**src/rtl/thread_scheduler_pkg.sv**
```systemverilog
// Shared pipeline constants for the multithreaded core: thread/register
// addressing widths and the base opcode values used by decode.
package thread_scheduler_pkg;

    localparam int THREAD_INDEX_BITS   = 3;
    localparam int NUM_THREADS         = 2 ** THREAD_INDEX_BITS;
    localparam int REG_INDEX_BITS      = 5;
    localparam int COUNT_WIDTH_DEFAULT = 32;

    typedef logic [6:0] opcode_t;

    localparam opcode_t OPC_LOAD     = 7'b0000011;
    localparam opcode_t OPC_MISC_MEM = 7'b0001111;
    localparam opcode_t OPC_OP_IMM   = 7'b0010011;
    localparam opcode_t OPC_AUIPC    = 7'b0010111;
    localparam opcode_t OPC_STORE    = 7'b0100011;
    localparam opcode_t OPC_OP       = 7'b0110011;
    localparam opcode_t OPC_LUI      = 7'b0110111;
    localparam opcode_t OPC_BRANCH   = 7'b1100011;
    localparam opcode_t OPC_JALR     = 7'b1100111;
    localparam opcode_t OPC_JAL      = 7'b1101111;
    localparam opcode_t OPC_SYSTEM   = 7'b1110011;

    // Register file address is {thread, reg}, so threads never alias.
    typedef struct packed {
        logic [THREAD_INDEX_BITS-1:0] thread;
        logic [REG_INDEX_BITS-1:0]    reg_idx;
    } thread_reg_t;

endpackage

```
**src/rtl/thread_scheduler_rr_arbiter.sv**
```systemverilog
// Combinational round-robin arbiter: first request at or after last+1,
// wrapping, reported as a valid flag plus an index.
module rr_arbiter #(
    parameter int  N = 8,
    localparam int W = (N > 1) ? $clog2(N) : 1
) (
    input  logic [N-1:0] in_request,
    input  logic [W-1:0] in_last,
    output logic         out_grant_valid,
    output logic [W-1:0] out_grant_index
);

    logic [W-1:0] cand;

    // Scan farthest-to-nearest so the nearest hit is written last.
    always_comb begin
        out_grant_valid = 1'b0;
        out_grant_index = in_last;
        cand            = '0;
        for (int i = N; i >= 1; i--) begin
            cand = W'((int'(in_last) + i) % N);
            if (in_request[cand]) begin
                out_grant_valid = 1'b1;
                out_grant_index = cand;
            end
        end
    end

endmodule

```
**src/rtl/thread_scheduler.sv**
```systemverilog
// Round-robin thread issue scheduler with a one-in-flight-per-thread
// scoreboard. Optional counters: THREAD_SCHEDULER_PERF_COUNTERS_EN.
module thread_scheduler #(
    parameter int  THREAD_INDEX_BITS = thread_scheduler_pkg::THREAD_INDEX_BITS,
    parameter int  COUNT_WIDTH       = thread_scheduler_pkg::COUNT_WIDTH_DEFAULT,
    localparam int NUM_THREADS       = 2 ** THREAD_INDEX_BITS
) (
    input  logic                         clk,
    input  logic                         rst,
    input  logic [NUM_THREADS-1:0]       in_thread_enable_mask,
    input  logic                         in_issue_ready,
    output logic                         out_issue_valid,
    output logic [THREAD_INDEX_BITS-1:0] out_issue_thread_index,
    input  logic                         in_retire_flag,
    input  logic [THREAD_INDEX_BITS-1:0] in_retire_thread_index,
    output logic [NUM_THREADS-1:0]       out_in_flight_mask,
    output logic                         out_idle
`ifdef THREAD_SCHEDULER_PERF_COUNTERS_EN
    ,
    output logic [COUNT_WIDTH-1:0]       out_issue_count,
    output logic [COUNT_WIDTH-1:0]       out_stall_count,
    output logic [COUNT_WIDTH-1:0]       out_idle_count
`endif
);

    if (COUNT_WIDTH < 1 || THREAD_INDEX_BITS < 1) begin : g_bad_param
        $error("thread_scheduler: widths must be positive");
    end

    logic [NUM_THREADS-1:0]       in_flight_q, in_flight_d;
    logic                         issue_valid_q, issue_valid_d;
    logic [THREAD_INDEX_BITS-1:0] issue_index_q, issue_index_d;
    logic [THREAD_INDEX_BITS-1:0] last_q, last_d;
    logic                         idle_q, idle_d;

    logic                         handshake;
    logic [NUM_THREADS-1:0]       issue_onehot;
    logic [NUM_THREADS-1:0]       retire_onehot;
    logic [NUM_THREADS-1:0]       elig;
    logic                         gnt_valid;
    logic [THREAD_INDEX_BITS-1:0] gnt_index;

    // Retires of threads not in flight (stale after reset) are dropped.
    always_comb begin
        handshake    = issue_valid_q & in_issue_ready;
        issue_onehot = '0;
        if (handshake) begin
            issue_onehot[issue_index_q] = 1'b1;
        end
        retire_onehot = '0;
        if (in_retire_flag) begin
            retire_onehot[in_retire_thread_index] = 1'b1;
        end
        retire_onehot = retire_onehot & in_flight_q;
        in_flight_d   = (in_flight_q | issue_onehot) & ~retire_onehot;
        elig          = in_thread_enable_mask & ~in_flight_d;
    end

    rr_arbiter #(
        .N (NUM_THREADS)
    ) u_rr_arbiter (
        .in_request      (elig),
        .in_last         (last_q),
        .out_grant_valid (gnt_valid),
        .out_grant_index (gnt_index)
    );

    always_comb begin
        issue_valid_d = issue_valid_q;
        issue_index_d = issue_index_q;
        last_d        = last_q;
        if (!issue_valid_q || in_issue_ready) begin
            issue_valid_d = gnt_valid;
            if (gnt_valid) begin
                issue_index_d = gnt_index;
                last_d        = gnt_index;
            end
        end
        idle_d = !issue_valid_d && (elig == '0);
    end

    always_ff @(posedge clk) begin
        if (rst) begin
            in_flight_q   <= '0;
            issue_valid_q <= 1'b0;
            issue_index_q <= '0;
            last_q        <= THREAD_INDEX_BITS'(NUM_THREADS - 1);
            idle_q        <= 1'b1;
        end else begin
            in_flight_q   <= in_flight_d;
            issue_valid_q <= issue_valid_d;
            issue_index_q <= issue_index_d;
            last_q        <= last_d;
            idle_q        <= idle_d;
        end
    end

    always_ff @(posedge clk) begin
        if (!rst && in_retire_flag) begin
            assert (in_flight_q[in_retire_thread_index])
            else $warning("thread_scheduler: retire of idle thread %0d",
                          in_retire_thread_index);
        end
    end

    assign out_issue_valid        = issue_valid_q;
    assign out_issue_thread_index = issue_index_q;
    assign out_in_flight_mask     = in_flight_q;
    assign out_idle               = idle_q;

`ifdef THREAD_SCHEDULER_PERF_COUNTERS_EN
    logic [COUNT_WIDTH-1:0] issue_count_q, issue_count_d;
    logic [COUNT_WIDTH-1:0] stall_count_q, stall_count_d;
    logic [COUNT_WIDTH-1:0] idle_count_q, idle_count_d;

    always_comb begin
        issue_count_d = issue_count_q + COUNT_WIDTH'(handshake);
        stall_count_d = stall_count_q
                      + COUNT_WIDTH'(issue_valid_q & ~in_issue_ready);
        idle_count_d  = idle_count_q + COUNT_WIDTH'(~issue_valid_q);
    end

    always_ff @(posedge clk) begin
        if (rst) begin
            issue_count_q <= '0;
            stall_count_q <= '0;
            idle_count_q  <= '0;
        end else begin
            issue_count_q <= issue_count_d;
            stall_count_q <= stall_count_d;
            idle_count_q  <= idle_count_d;
        end
    end

    assign out_issue_count = issue_count_q;
    assign out_stall_count = stall_count_q;
    assign out_idle_count  = idle_count_q;
`endif

endmodule

```
**config.mk**
```make
export PLATFORM = sky130hd
export DESIGN_NAME = thread_scheduler
export DESIGN_NICKNAME = d
export VERILOG_FILES = /design/src/rtl/thread_scheduler_pkg.sv /design/src/rtl/thread_scheduler_rr_arbiter.sv /design/src/rtl/thread_scheduler.sv
export SDC_FILE = /design/constraint.sdc
export NUM_CORES = 1
export LEC_CHECK = 0
export ABC_AREA = 1
export BUFFER_PORTS_ARGS = -buffer_cell sky130_fd_sc_hd__buf_4
export CORE_MARGIN = 10
export CORE_UTILIZATION = 33
export CTS_CLUSTER_SIZE = 20
export DETAILED_ROUTE_END_ITERATION = 6
export PLACE_DENSITY = 0.53
export SLEW_MARGIN = 20
export SYNTH_ARGS = -nofsm -noshare
export SYNTH_HDL_FRONTEND = slang
export SYNTH_SLANG_ARGS = --single-unit
```
**constraint.sdc**
```tcl
create_clock -name clk -period 4.2 [get_ports clk]
set_clock_uncertainty 0.05 [all_clocks]
set_input_delay 0.21 -clock clk [delete_from_list [all_inputs] [get_ports clk]]
set_output_delay 0.21 -clock clk [all_outputs]
set_load 0.005 [all_outputs]
```
# Yosys cells after proc, flatten, opt, wreduce, memory -nomap -nowiden
# Index checks and enable logic that the tools add are counted.
# op_classes
bitwise,7
add_sub_neg,8
n_lt_le_gt_ge,12
reduce_logical,8
n_mux,39
# ops
cell,count
$lt A3 B4 Y1 const B,10
$and A8 B8 Y8,3
$bmux W1 S3,8
$mux W3,8
$mux W1,19
$mux W8,2
$not A8 Y8,2
$add A3 B3 Y3 const B,4
$logic_not A8 Y1,1
$or A8 B8 Y8,1
$add A3 B1 Y3 const B,2
$add A3 B2 Y3 const B,2
$demux W1 S3,2
$ge A3 B1 Y1 const B,2
$logic_and A1 B1 Y1,3
$logic_not A1 Y1,2
$reduce_and A2 Y1,1
$and A1 B1 Y1,1
$logic_or A1 B1 Y1,1
# word_totals
ff_bits,16
out_inout_bits,13
wordCells,79

# Longest topological paths before layout
# logic_depth
word_depth,23
mapped_depth,19

# Cells and area by module
# Synthesis repeated with hierarchy kept, for this count alone.
# unflattened
hier_cells,238
hier_area_um2,1402.6
# by_module_without_submodules
module,seq_area_each_um2,cells_each,n_inst,area_each_um2
thread_scheduler,320.3,117,1,788.3
rr_arbiter,0.0,121,1,614.3

# Worst setup path after synthesis
# Ideal clock, no wire load.
# synth_timing
kind,flip-flop to flip-flop
start,reg last_q[0]
end,reg last_q[0]
stages_incl_launch_ff,17
setup_time_ps,126
path_buffers,2
period_less_slack_ps,2118
setup_slack_ps,2082
t_arrival_ps,1942
path_cell_list,dfxtp_1 buf_4 inv_1 buf_4 ha_1 inv_1 nand3_1 nand3_1 nand2_2 inv_1 nand2_1 nand2_1 nand2_1 nand2_1 nand3_1 nand3_2 o211ai_1
# synth_via
elab_chain_cells,12
elab_cells_between_ends,41
cone_classes,8 x add/sub; 32 x mux; 1 x reduce/logical
# synth_lines
item,line_no,rtl
"start, declared",thread_scheduler.sv:33,"logic [THREAD_INDEX_BITS-1:0] last_q, last_d;"
"start signal, assigned",thread_scheduler.sv:87,last_q <= THREAD_INDEX_BITS'(NUM_THREADS - 1);
"start signal, assigned",thread_scheduler.sv:93,last_q <= last_d;
$add A3 B1 Y3,thread_scheduler_rr_arbiter.sv:21,cand = W'((int'(in_last) + i) % N);
$bmux W1 S3,thread_scheduler_rr_arbiter.sv:22,if (in_request[cand]) begin
$mux W1 (not written as such),thread_scheduler_rr_arbiter.sv:22,
$mux W1 (8 in series),thread_scheduler_rr_arbiter.sv:22,
$reduce_and A2 Y1 (no source line),--,
# Parallel ways exist; a longest one is shown, timed or not. The select of a mux whose other input is x is not followed.
# A chain may end at the register's enable or synchronous reset.

# Worst setup path after layout
# Ends and elaborated chain as after synthesis.

==> results by group <==
Logic synthesis
  – Synth Register Bits: 16
  – Netlist cell types: 25
  – Seq/Total Area, Yosys: 0.2338
  – Yosys warnings: 0
  – Synth Area in Compound Gates: 0.1388
  – Synth Instances: 222
  – XOR/XNOR Fraction of Synth Area: 0.01279
  – Synth Area in Adders: 0.01826
  – Post-Synth Simple-Gate Area: 0.4913
  – Synthesized Nets: 239
  – Post-Syn Area: 1370 sq um
  – Multiplexer area fraction after synthesis: 0
  – Main combinational cell family by area after synthesis: simple AND/OR/NAND/NOR gates
  – Synthesized area per cell: 6.171 sq um
  – Number of synthesized flops with an enable pin: 0
  – Async S/R FF share, synth: 0
  – Main flop type after synthesis: dfxtp_1

Clock network
  – H-tree lvl count: 1
  – Number of CTS-inserted buffers: 3
  – CTS clk-pin slew, worst paths: 0.07 ns
  – Clk sink count: 16
  – Skew-Pair Late Insertion Delay: 0.25 ns
  – Clock Tree Buf Depth: 2
  – Post-CTS sizing: 0
  – Post-CTS setup buffers: 0
  – CTS tree: yes
  – Hold buffer count at cts: 0
  – Clk root buf: clkbuf_8

Worst setup path
  – CP Launch Type: register
  – CP Data Required Time: 4.28 ns
  – R2r setup slk: 1.55 ns
  – Worst R2R Path Depth: 14
  – Worst r2r src: last_q[0]
  – Critical Path AT: 2.73 ns
  – Crit end category: register
  – Crit path max fanout: 11
  – R2r endpoint: last_q[0]
  – Critical path class: reg2reg

Layout
  – Commonest non-fill, non-tap cells in the layout: nand2_1 (50), nand3_1 (41), inv_1 (27), buf_4 (27), nand4_1 (17)
  – Nets@finish: 267
  – Area of the multi-input gates: 905.9 sq um
  – FILL cells: 441
  – Layout cells sized above 1: 0.2369
  – Most common cell after layout, fill and taps aside: nand2_1
  – Diode count: 0
  – Register area: 320.3 sq um
  – Area grow syn2layout: 21.64%

Power
  – Final Power: 1.260 mW
  – Power Dens Cells: 755.8 nW/um^2
  – P_leak: 0.8490 nW
  – Worst vdd ir: 0.3013 mV

Floorplan
  – Initial Util: 0.3425
  – Core area: 4000 sq um
  – Row count: 23
  – Area of the die: 7129 sq um
  – DIE WIDTH: 84.44 microns
  – Die Span Y: 84.44 microns
  – I/O pin total: 28

Job
  – Max cap viols: 0

GRT
  – GRT Residual Overflow: 0
  – Vias in the first global route: 1478
  – Total track usage: 0.1150
  – First-pass GRT wire length: 6982 microns
  – Largest net degree at the start of global routing: 14
  – Initial antenna violation count: 0

Timing
  – Worst-Margin Slew: 0.4616 ns
  – Fmax: 377.4 MHz
  – Final Hold Vio Count: 0
  – Final worst-path cycle share: 0.6309
  – Post-layout min period: 2.650 ns
  – Slew margin rel.: 0.6919
  – Slew Viols, Final: 0
  – Setup tns final: 0 ns
  – Final setup viols: 0
  – RSZ-0062 raised after global routing: no

Detailed routing
  – Vias per inst: 5.241
  – Drc violations: 0
  – Drt pass-1 iters: 4
  – Final WL: 4217 microns
  – 1st-iter DRT viols: 97
  – Vias: 1567
  – DRT antenna net count: 0
  – DR WL/cell: 14.10 microns

Placement
  – HPWL Detailed: 3544 microns
  – GPL Wtd Cong: 0.9640
  – PortBufs: 27

Outcome
  – Status: finished, final reports clean

Hold path
  – Hold Crit Class: in2reg
  – WHS Endpoint: out_issue_thread_index[0]
  – Hold Crit Depth: 2
  – Min-delay src: rst
metrics by stage:
stage	area, sq um	setup WS (ns)	cells	hold slack (ns)	utilization
floorplan	1370	2.082	222	0.2224	-
finish	1667	1.550	299	0.1730	0.4166
detailed placement	1612	1.569	295	0.4401	0.4029
global placement	1612	1.561	295	0.4429	0.4029
global route	1667	1.253	299	0.1816	0.4166
CTS	1667	1.555	299	0.1686	0.4166
worst max-delay path by stage:
stage | from | depth (start not counted) | to
4_1_cts | last_q[0] | 14 | last_q[0]
3_3_place_gp | last_q[0] | 14 | last_q[0]
5_1_grt | last_q[0] | 15 | last_q[0]
3_5_place_dp | last_q[0] | 14 | last_q[0]
2_1_floorplan | last_q[0] | 16 | last_q[0]
6_report | last_q[0] | 14 | last_q[0]
per-layer routing:
layer	part of all wire	global-route usage	vias up
li1	-	-	812
met2	0.48	0.1978	37
met1	0.46	0.1425	712
met5	0	0	-
met3	0.048	0.02802	6
met4	0.011	0.01946	0
sequential cells by signal, indices dropped and copies added, names as in the netlist:
name and flops:
last_q 3, out_idle 1, out_in_flight_mask 8, out_issue_thread_index 3, out_issue_valid 1
Yosys cell counts, types with 2 or more instances:
| master | n | area share |
|---|---|---|
| nand3_1 | 41 | 0.15 |
| nand4_1 | 17 | 0.078 |
| nand3_2 | 7 | 0.051 |
| ha_1 | 2 | 0.018 |
| inv_2 | 5 | 0.014 |
| nand2_1 | 50 | 0.14 |
| a21oi_1 | 12 | 0.044 |
| nand2_2 | 5 | 0.023 |
| o211ai_1 | 2 | 0.011 |
| inv_1 | 27 | 0.074 |
| buf_4 | 2 | 0.011 |
| dfxtp_1 | 16 | 0.23 |
| xor2_1 | 2 | 0.013 |
| o21ai_2 | 6 | 0.038 |
| a21oi_2 | 3 | 0.019 |
| nor2_1 | 16 | 0.044 |
layout make-up:
type	instances	share of cell area
timing repair buffer	27	0.1216
clock buffer	4	0.03303
inverter	32	0.07207
multi-input combinational	170	0.5435
tap	50	0.03754
sequential	16	0.1922
power by group:
part / total (mW) / switching, mW / leakage [nW] / internal (mW)
clock: 0.141 / 0.0579 / 0.0288 / 0.0832
combinational: 0.877 / 0.558 / 0.689 / 0.319
sequential: 0.241 / 0.0592 / 0.131 / 0.182
total: 1.26 / 0.675 / 0.849 / 0.585
critical path, cell delays in order, from the launching register on:
cell      delay (ns)
dfxtp_1         0.58
inv_1           0.30
ha_1            0.46
inv_1           0.19
nand3_1         0.15
nand3_1         0.16
nand2_2         0.09
inv_1           0.06
nand2_1         0.05
nand2_1         0.05
nand2_1         0.04
nand2_1         0.07
nand3_1         0.08
nand3_2         0.11
o211ai_1        0.08
kinds of logic (layout without fill, tap and decap cells):
family,Yosys count,in the layout
buffers and inverters,36,63
and+or+nand+nor,138,138
adders and majority gates,2,2
DFF,16,16
AOI/OAI and AO/OA,28,28
xor gates and xnor gates,2,2
No activity file was read; power rests on OpenSTA's default activity.
